===== src/rtl/minitb_ahb_master_pipe.sv =====
// AHB-Lite master with a command queue and a two-stage address/data pipeline.
// Issues NONSEQ/SINGLE transfers back-to-back, honours wait states and the
// two-cycle ERROR response, and returns one in-order response per command.
// Misaligned or oversized commands are answered with an error and never reach the bus.
module minitb_ahb_master_pipe #(
    parameter int ADDR_WIDTH = 8,
    parameter int DATA_WIDTH = 32,
    parameter int CMD_DEPTH  = 4
) (
    input  logic                  hclk,
    input  logic                  hresetn,
    input  logic                  cmd_valid,
    output logic                  cmd_ready,
    input  logic                  cmd_write,
    input  logic [ADDR_WIDTH-1:0] cmd_addr,
    input  logic [2:0]            cmd_size,
    input  logic [DATA_WIDTH-1:0] cmd_wdata,
    output logic [1:0]            htrans,
    output logic [ADDR_WIDTH-1:0] haddr,
    output logic                  hwrite,
    output logic [2:0]            hsize,
    output logic [2:0]            hburst,
    output logic [DATA_WIDTH-1:0] hwdata,
    input  logic                  hready,
    input  logic                  hresp,
    input  logic [DATA_WIDTH-1:0] hrdata,
    output logic                  rsp_valid,
    output logic                  rsp_write,
    output logic                  rsp_error,
    output logic [DATA_WIDTH-1:0] rsp_rdata,
    output logic                  busy
);

    localparam int PW       = $clog2(CMD_DEPTH);
    localparam int MAX_SIZE = $clog2(DATA_WIDTH / 8);
    localparam logic [PW:0] PTR_ONE       = 1;
    localparam logic [1:0]  HTRANS_IDLE   = 2'b00;
    localparam logic [1:0]  HTRANS_NONSEQ = 2'b10;

    logic                  r_q_write [CMD_DEPTH];
    logic [ADDR_WIDTH-1:0] r_q_addr  [CMD_DEPTH];
    logic [2:0]            r_q_size  [CMD_DEPTH];
    logic [DATA_WIDTH-1:0] r_q_wdata [CMD_DEPTH];
    logic [PW:0]           r_wr_ptr, r_rd_ptr;

    logic                  r_a_valid, r_a_write, r_cancel;
    logic [ADDR_WIDTH-1:0] r_a_addr;
    logic [2:0]            r_a_size;
    logic [DATA_WIDTH-1:0] r_a_wdata;
    logic [1:0]            r_htrans;
    logic                  r_d_valid, r_d_write;
    logic [DATA_WIDTH-1:0] r_hwdata;
    logic                  r_rej_pend, r_rej_write;
    logic                  r_rsp_valid, r_rsp_write, r_rsp_error;
    logic [DATA_WIDTH-1:0] r_rsp_rdata;

    logic                  w_empty, w_full, w_push, w_pop;
    logic                  w_h_write, w_h_bad;
    logic [ADDR_WIDTH-1:0] w_h_addr, w_mask;
    logic [2:0]            w_h_size;
    logic [DATA_WIDTH-1:0] w_h_wdata;
    logic                  w_err_first, w_d_done, w_issue, w_reject;

    assign w_empty   = (r_wr_ptr == r_rd_ptr);
    assign w_full    = (r_wr_ptr[PW] != r_rd_ptr[PW]) &&
                       (r_wr_ptr[PW-1:0] == r_rd_ptr[PW-1:0]);
    assign w_push    = cmd_valid & ~w_full;

    assign w_h_write = r_q_write[r_rd_ptr[PW-1:0]];
    assign w_h_addr  = r_q_addr[r_rd_ptr[PW-1:0]];
    assign w_h_size  = r_q_size[r_rd_ptr[PW-1:0]];
    assign w_h_wdata = r_q_wdata[r_rd_ptr[PW-1:0]];
    assign w_mask    = ~({ADDR_WIDTH{1'b1}} << w_h_size);
    assign w_h_bad   = (w_h_size > 3'(MAX_SIZE)) || ((w_h_addr & w_mask) != '0);

    // A rejected head waits until A is empty so its response cannot overtake
    // an earlier command still on the bus.
    assign w_err_first = r_d_valid & hresp & ~hready;
    assign w_d_done    = r_d_valid & hready;
    assign w_issue     = hready & ~r_cancel & ~w_empty & ~w_h_bad;
    assign w_reject    = hready & ~r_cancel & ~w_empty & w_h_bad & ~r_a_valid & ~r_rej_pend;
    assign w_pop       = w_issue | w_reject;

    assign cmd_ready = ~w_full;
    assign htrans    = r_htrans;
    assign haddr     = r_a_addr;
    assign hwrite    = r_a_write;
    assign hsize     = r_a_size;
    assign hburst    = 3'b000;
    assign hwdata    = r_hwdata;
    assign rsp_valid = r_rsp_valid;
    assign rsp_write = r_rsp_write;
    assign rsp_error = r_rsp_error;
    assign rsp_rdata = r_rsp_rdata;
    assign busy      = ~w_empty | r_a_valid | r_d_valid | r_rej_pend;

    // Queue storage; validity is tracked by the pointers alone.
    always_ff @(posedge hclk) begin
        if (w_push) begin
            r_q_write[r_wr_ptr[PW-1:0]] <= cmd_write;
            r_q_addr[r_wr_ptr[PW-1:0]]  <= cmd_addr;
            r_q_size[r_wr_ptr[PW-1:0]]  <= cmd_size;
            r_q_wdata[r_wr_ptr[PW-1:0]] <= cmd_wdata;
        end
    end

    // Queue pointers.
    always_ff @(posedge hclk or negedge hresetn) begin
        if (!hresetn) begin
            r_wr_ptr <= '0;
            r_rd_ptr <= '0;
        end else begin
            if (w_push) r_wr_ptr <= r_wr_ptr + PTR_ONE;
            if (w_pop)  r_rd_ptr <= r_rd_ptr + PTR_ONE;
        end
    end

    // Address and data stages, including the ERROR cancel / re-drive sequence.
    always_ff @(posedge hclk or negedge hresetn) begin
        if (!hresetn) begin
            r_a_valid <= 1'b0;
            r_a_write <= 1'b0;
            r_a_addr  <= '0;
            r_a_size  <= '0;
            r_a_wdata <= '0;
            r_cancel  <= 1'b0;
            r_htrans  <= HTRANS_IDLE;
            r_d_valid <= 1'b0;
            r_d_write <= 1'b0;
            r_hwdata  <= '0;
        end else if (w_err_first) begin
            r_htrans <= HTRANS_IDLE;
            r_cancel <= r_a_valid;
        end else if (hready) begin
            if (r_cancel) begin
                // The cancelled A command stays put and goes back on the bus.
                r_d_valid <= 1'b0;
                r_htrans  <= HTRANS_NONSEQ;
                r_cancel  <= 1'b0;
            end else begin
                r_d_valid <= r_a_valid;
                r_d_write <= r_a_write;
                if (r_a_valid) r_hwdata <= r_a_write ? r_a_wdata : '0;
                if (w_issue) begin
                    r_a_valid <= 1'b1;
                    r_a_write <= w_h_write;
                    r_a_addr  <= w_h_addr;
                    r_a_size  <= w_h_size;
                    r_a_wdata <= w_h_wdata;
                    r_htrans  <= HTRANS_NONSEQ;
                end else begin
                    r_a_valid <= 1'b0;
                    r_htrans  <= HTRANS_IDLE;
                end
            end
        end
    end

    // Response register; a reject that meets a bus completion is held one cycle.
    always_ff @(posedge hclk or negedge hresetn) begin
        if (!hresetn) begin
            r_rsp_valid <= 1'b0;
            r_rsp_write <= 1'b0;
            r_rsp_error <= 1'b0;
            r_rsp_rdata <= '0;
            r_rej_pend  <= 1'b0;
            r_rej_write <= 1'b0;
        end else begin
            r_rsp_valid <= 1'b0;
            r_rsp_write <= 1'b0;
            r_rsp_error <= 1'b0;
            r_rsp_rdata <= '0;
            if (w_d_done) begin
                r_rsp_valid <= 1'b1;
                r_rsp_write <= r_d_write;
                r_rsp_error <= hresp;
                r_rsp_rdata <= (!r_d_write && !hresp) ? hrdata : '0;
            end else if (r_rej_pend) begin
                r_rsp_valid <= 1'b1;
                r_rsp_write <= r_rej_write;
                r_rsp_error <= 1'b1;
            end else if (w_reject) begin
                r_rsp_valid <= 1'b1;
                r_rsp_write <= w_h_write;
                r_rsp_error <= 1'b1;
            end
            if (w_reject && w_d_done) begin
                r_rej_pend  <= 1'b1;
                r_rej_write <= w_h_write;
            end else if (!w_d_done) begin
                r_rej_pend  <= 1'b0;
            end
        end
    end

endmodule


===== config.mk =====
export PLATFORM = sky130hd
export DESIGN_NAME = minitb_ahb_master_pipe
export DESIGN_NICKNAME = d
export VERILOG_FILES = /design/src/rtl/minitb_ahb_master_pipe.sv
export SDC_FILE = /design/constraint.sdc
export NUM_CORES = 1
export LEC_CHECK = 0
export ABC_AREA = 1
export CORE_ASPECT_RATIO = 1.1
export CORE_UTILIZATION = 58
export CTS_CLUSTER_DIAMETER = 30
export CTS_CLUSTER_SIZE = 28
export DETAILED_ROUTE_END_ITERATION = 10
export PLACE_DENSITY = 0.84
export SYNTH_ARGS = -nofsm -noshare
export SYNTH_HDL_FRONTEND = slang
export SYNTH_SLANG_ARGS = --single-unit

===== constraint.sdc =====
create_clock -name hclk -period 6.4 [get_ports hclk]
set_input_delay 0.96 -clock hclk [delete_from_list [all_inputs] [get_ports hclk]]
set_output_delay 0.96 -clock hclk [all_outputs]
set_load 0.01 [all_outputs]

==> summary.md <==
| Metric | Value |
|---|---|
| Worst-path fanout max | 89 |
| Flop pwr share | 40.4% |
| Most used cell along the critical path | nand3_1 |
| Largest area contributor in the netlist | edfxtp_1 |
| # DRC | 0 |
| Syn avg cell area | 12.5 sq um |
| Minimum clock period | between 3 and 4 ns |
| CTS H-tree lvls | 2 |
| Reg-to-Reg Start | r_rd_ptr[1] |
| Max incr delay on CP | 0.71 ns |
| Worst vdd ir | between 0.3 and 0.4 mV |
| CP Data Required Time | 5.44 ns |
| Switching part of the total | 32.3% |
| Placed Instance Area | 13100 sq um |
| Fin crit share | 57.0% |
| Antenna violations before repair | 0 |
| Final hold violations | 0 |
| Critical-path cell list | buf_4 > xnor2_2 > nand3_1 > nor2_1 > nand3_1 > clkdlybuf4s50_1 |
| Slew Viols, Final | 0 |
| Max-Cap Viols | 0 |
| Synth Area in Simple Gates | 11.1% |
| Critical Path Sink Type | primary output |
| Clk slew on worst S/H paths | 0.05 ns |
| Routability Congestion | between 0.7 and 0.8 |
| Ys Warns | 0 |
| Total CTS buffers | 42 |
| CTS Hold Bufs | 0 |
| Skew final | 0.0153 ns |
| Setup TNS | 0 ns |
| Vias/cell | 5.55 |
| Critical path class | flop to primary output |
| Status | completed |
| Mux share of post-synthesis cell area | 0% |
| Post-DRT Antenna Nets | 0 |
| Most common cell in the netlist | edfxtp_1 |
| Die Y | 148 um |
| Rows | 53 |
| Pwr Total | 7.07 mW |
| Synth top area share | 46.8% |
| Int Pwr | 4.79 mW |
| Clock share of power | roughly a third |
| Design area | 14500 sq um |
| Clk buf depth | 3 |
| Family with the most delay on the worst path | buffers and inverters |
| Arr. time, crit path | 2.69 ns |
| DR WL/cell | 18.3 um |
| DR iter-0 viols | 524 |
| CTS tree | yes |
| Hold crit path type | input port to asynchronous set/reset pin |
| Cells taking the most area after synthesis | edfxtp_1 (47%), dfrtp_1 (27%), o21ai_0 (5.1%) |
| Global route overflow | 0 |
| Global-route wire length before repair | 38.2 mm |
| Chip width | 135 um |
| Vias in the first global route | 7357 |
| Slew at the pin closest to its max-slew limit | 1.19 ns |
| Setup Viol. Count Final | 0 |
| Worst-Skew Late Latency | 0.52 ns |
| Nets@finish | about 1200 |
| Area of the die | between 20000 and 25000 sq um |
| CP max stage cell | buf_4 |
| # port buffers | 162 |
| Synth Area in Adders | 0.554% |
| Compound-cell area share of the yosys netlist | 9.25% |
| Post-synth cell types | 33 |
| # IOs | about 170 |
| LEAKAGE | 5.67 nW |
| Type of origin of the critical path | flop |
| Synthesis-stage register bit count | 300 |
| Pwr Density | just under 500 nW/um^2 |
| Post-synth ARST share | 41.3% |
| Layout cells sized above 1 | 8.38% |
| Mapped cell area | 11300 sq um |
| List of most frequent post-synthesis cells | edfxtp_1 (176), nand2_1 (143), dfrtp_1 (124) |
| Post-CTS setup buffers | 0 |
| Root Buffer | clkbuf_16 |
| Number of flops mapped to enable cells by yosys | ~180 |
| Largest net degree at the start of global routing | ~90 |
| Crit path from | r_rd_ptr[0] |
| Top FF cell, synth | edfxtp_1 |
| DR pass1 iterations | 5 |
| CTS Sinks | 300 |
| GRT Util Overall | 25.1% |
| RSZ-0062 raised after global routing | no |
| Post-synthesis sequential area ratio | around 74% |
| Fmax achieved | 0.274 GHz |
| Cells after synthesis | about 900 |
| Initial Utilization | 59.2% |
| Core box area | around 19000 sq um |
| Slew HR | between 20% and 30% |
| XOR/XNOR Fraction of Synth Area | less than 1% |
| Dpl hpwl | 13.1 mm |
| Area grow syn2layout | 28.1% |
| Post-CTS Resized | 0 |
| Gate power share | 27.2% |
| Number of buffers and inverters on the critical path | 2 |
| Ant. Diodes | 0 |
| Psw | 2.28 mW |
| Largest family of logic cells by synthesized area | simple AND/OR/NAND/NOR gates |
| DR vias | 7471 |
| Final wirelength | 24.6 mm |
worst paths after layout:
kind / to / slack [ns] / depth (start not counted)
max reg2reg: r_rd_ptr[0] / 2.98 / 9
max in group asynchronous: rsp_rdata[20] / 4.72 / 2
min: rsp_rdata[19] / 0.42 / 1
min reg2reg: hwdata[5] / 0.48 / 2
max: busy / 2.75 / 6
min in group hclk: hwdata[5] / 0.48 / 2
power by group through the flow:
| stage | clock network, mW | logic (mW) | registers [mW] |
|---|---|---|---|
| after floorplan | 0 | 1.18 | 2.87 |
| after global placement | 0 | 1.81 | 2.86 |
| after detailed placement | 0 | 1.90 | 2.88 |
| after CTS | 2.31 | 1.93 | 2.86 |
| after global routing | 2.40 | 2.13 | 2.90 |
| final | 2.29 | 1.92 | 2.86 |
area by class of cell:
class                   instances  area (sq um)
well taps                     247           309
multi-input cells             498          2470
flip-flops and latches        300          8390
repair buffers                169          1680
inverters                      53           201
fillers                      1145          4620
clock inverters                23           225
clock buffers                  55          1200
flip-flops by register name, indices dropped and copies added (netlist names), 3 cells and up:
signal	cells
r_a_wdata	32
r_rd_ptr	3
haddr	8
rsp_rdata	32
r_q_wdata	128
hsize	3
hwdata	32
r_q_size	12
r_wr_ptr	3
r_q_write	4
r_q_addr	32
placed cells by master (no fill, tap or decap), types with 32 or more instances in the layout:
cell,count
inv_1,50
o22ai_1,38
nor3b_1,32
o21ai_1,34
clkdlybuf4s50_1,161
edfxtp_1,176
nand2_1,143
clkbuf_16,45
nor2_1,87
o21ai_0,115
dfrtp_1,122
metal layers:
layer  share of wire (%)  up-vias  routed length [um]  global-route usage [%]
li1                    -     3456                   -                       -
met1                  40     3656                9730                    31.7
met2                  50      306               12400                    42.4
met3                 7.0       53                1720                    5.11
met4                 3.1        0                 754                    10.0
met5                   0        -                   0                       0
cell families after synthesis:
logic type,Yosys count
adders and majority gates,5
DFF,300
buffers and inverters,106
other,1
AOI/OAI and AO/OA,196
and+or+nand+nor,287
xor gates and xnor gates,6
per-stage QoR:
stage / hold WS (ns) / util [%] / cells / setup slack (ns)
global placement: 0.465 / 68.3 / 1267 / 3.06
CTS: 0.434 / 75.8 / 1345 / 2.71
global route: 0.466 / 75.8 / 1345 / 2.60
finish: 0.422 / 75.8 / 1345 / 2.75
floorplan: 0.449 / - / 904 / 2.92
detailed placement: 0.472 / 68.3 / 1267 / 2.92
(Power assumes the default switching activity.)
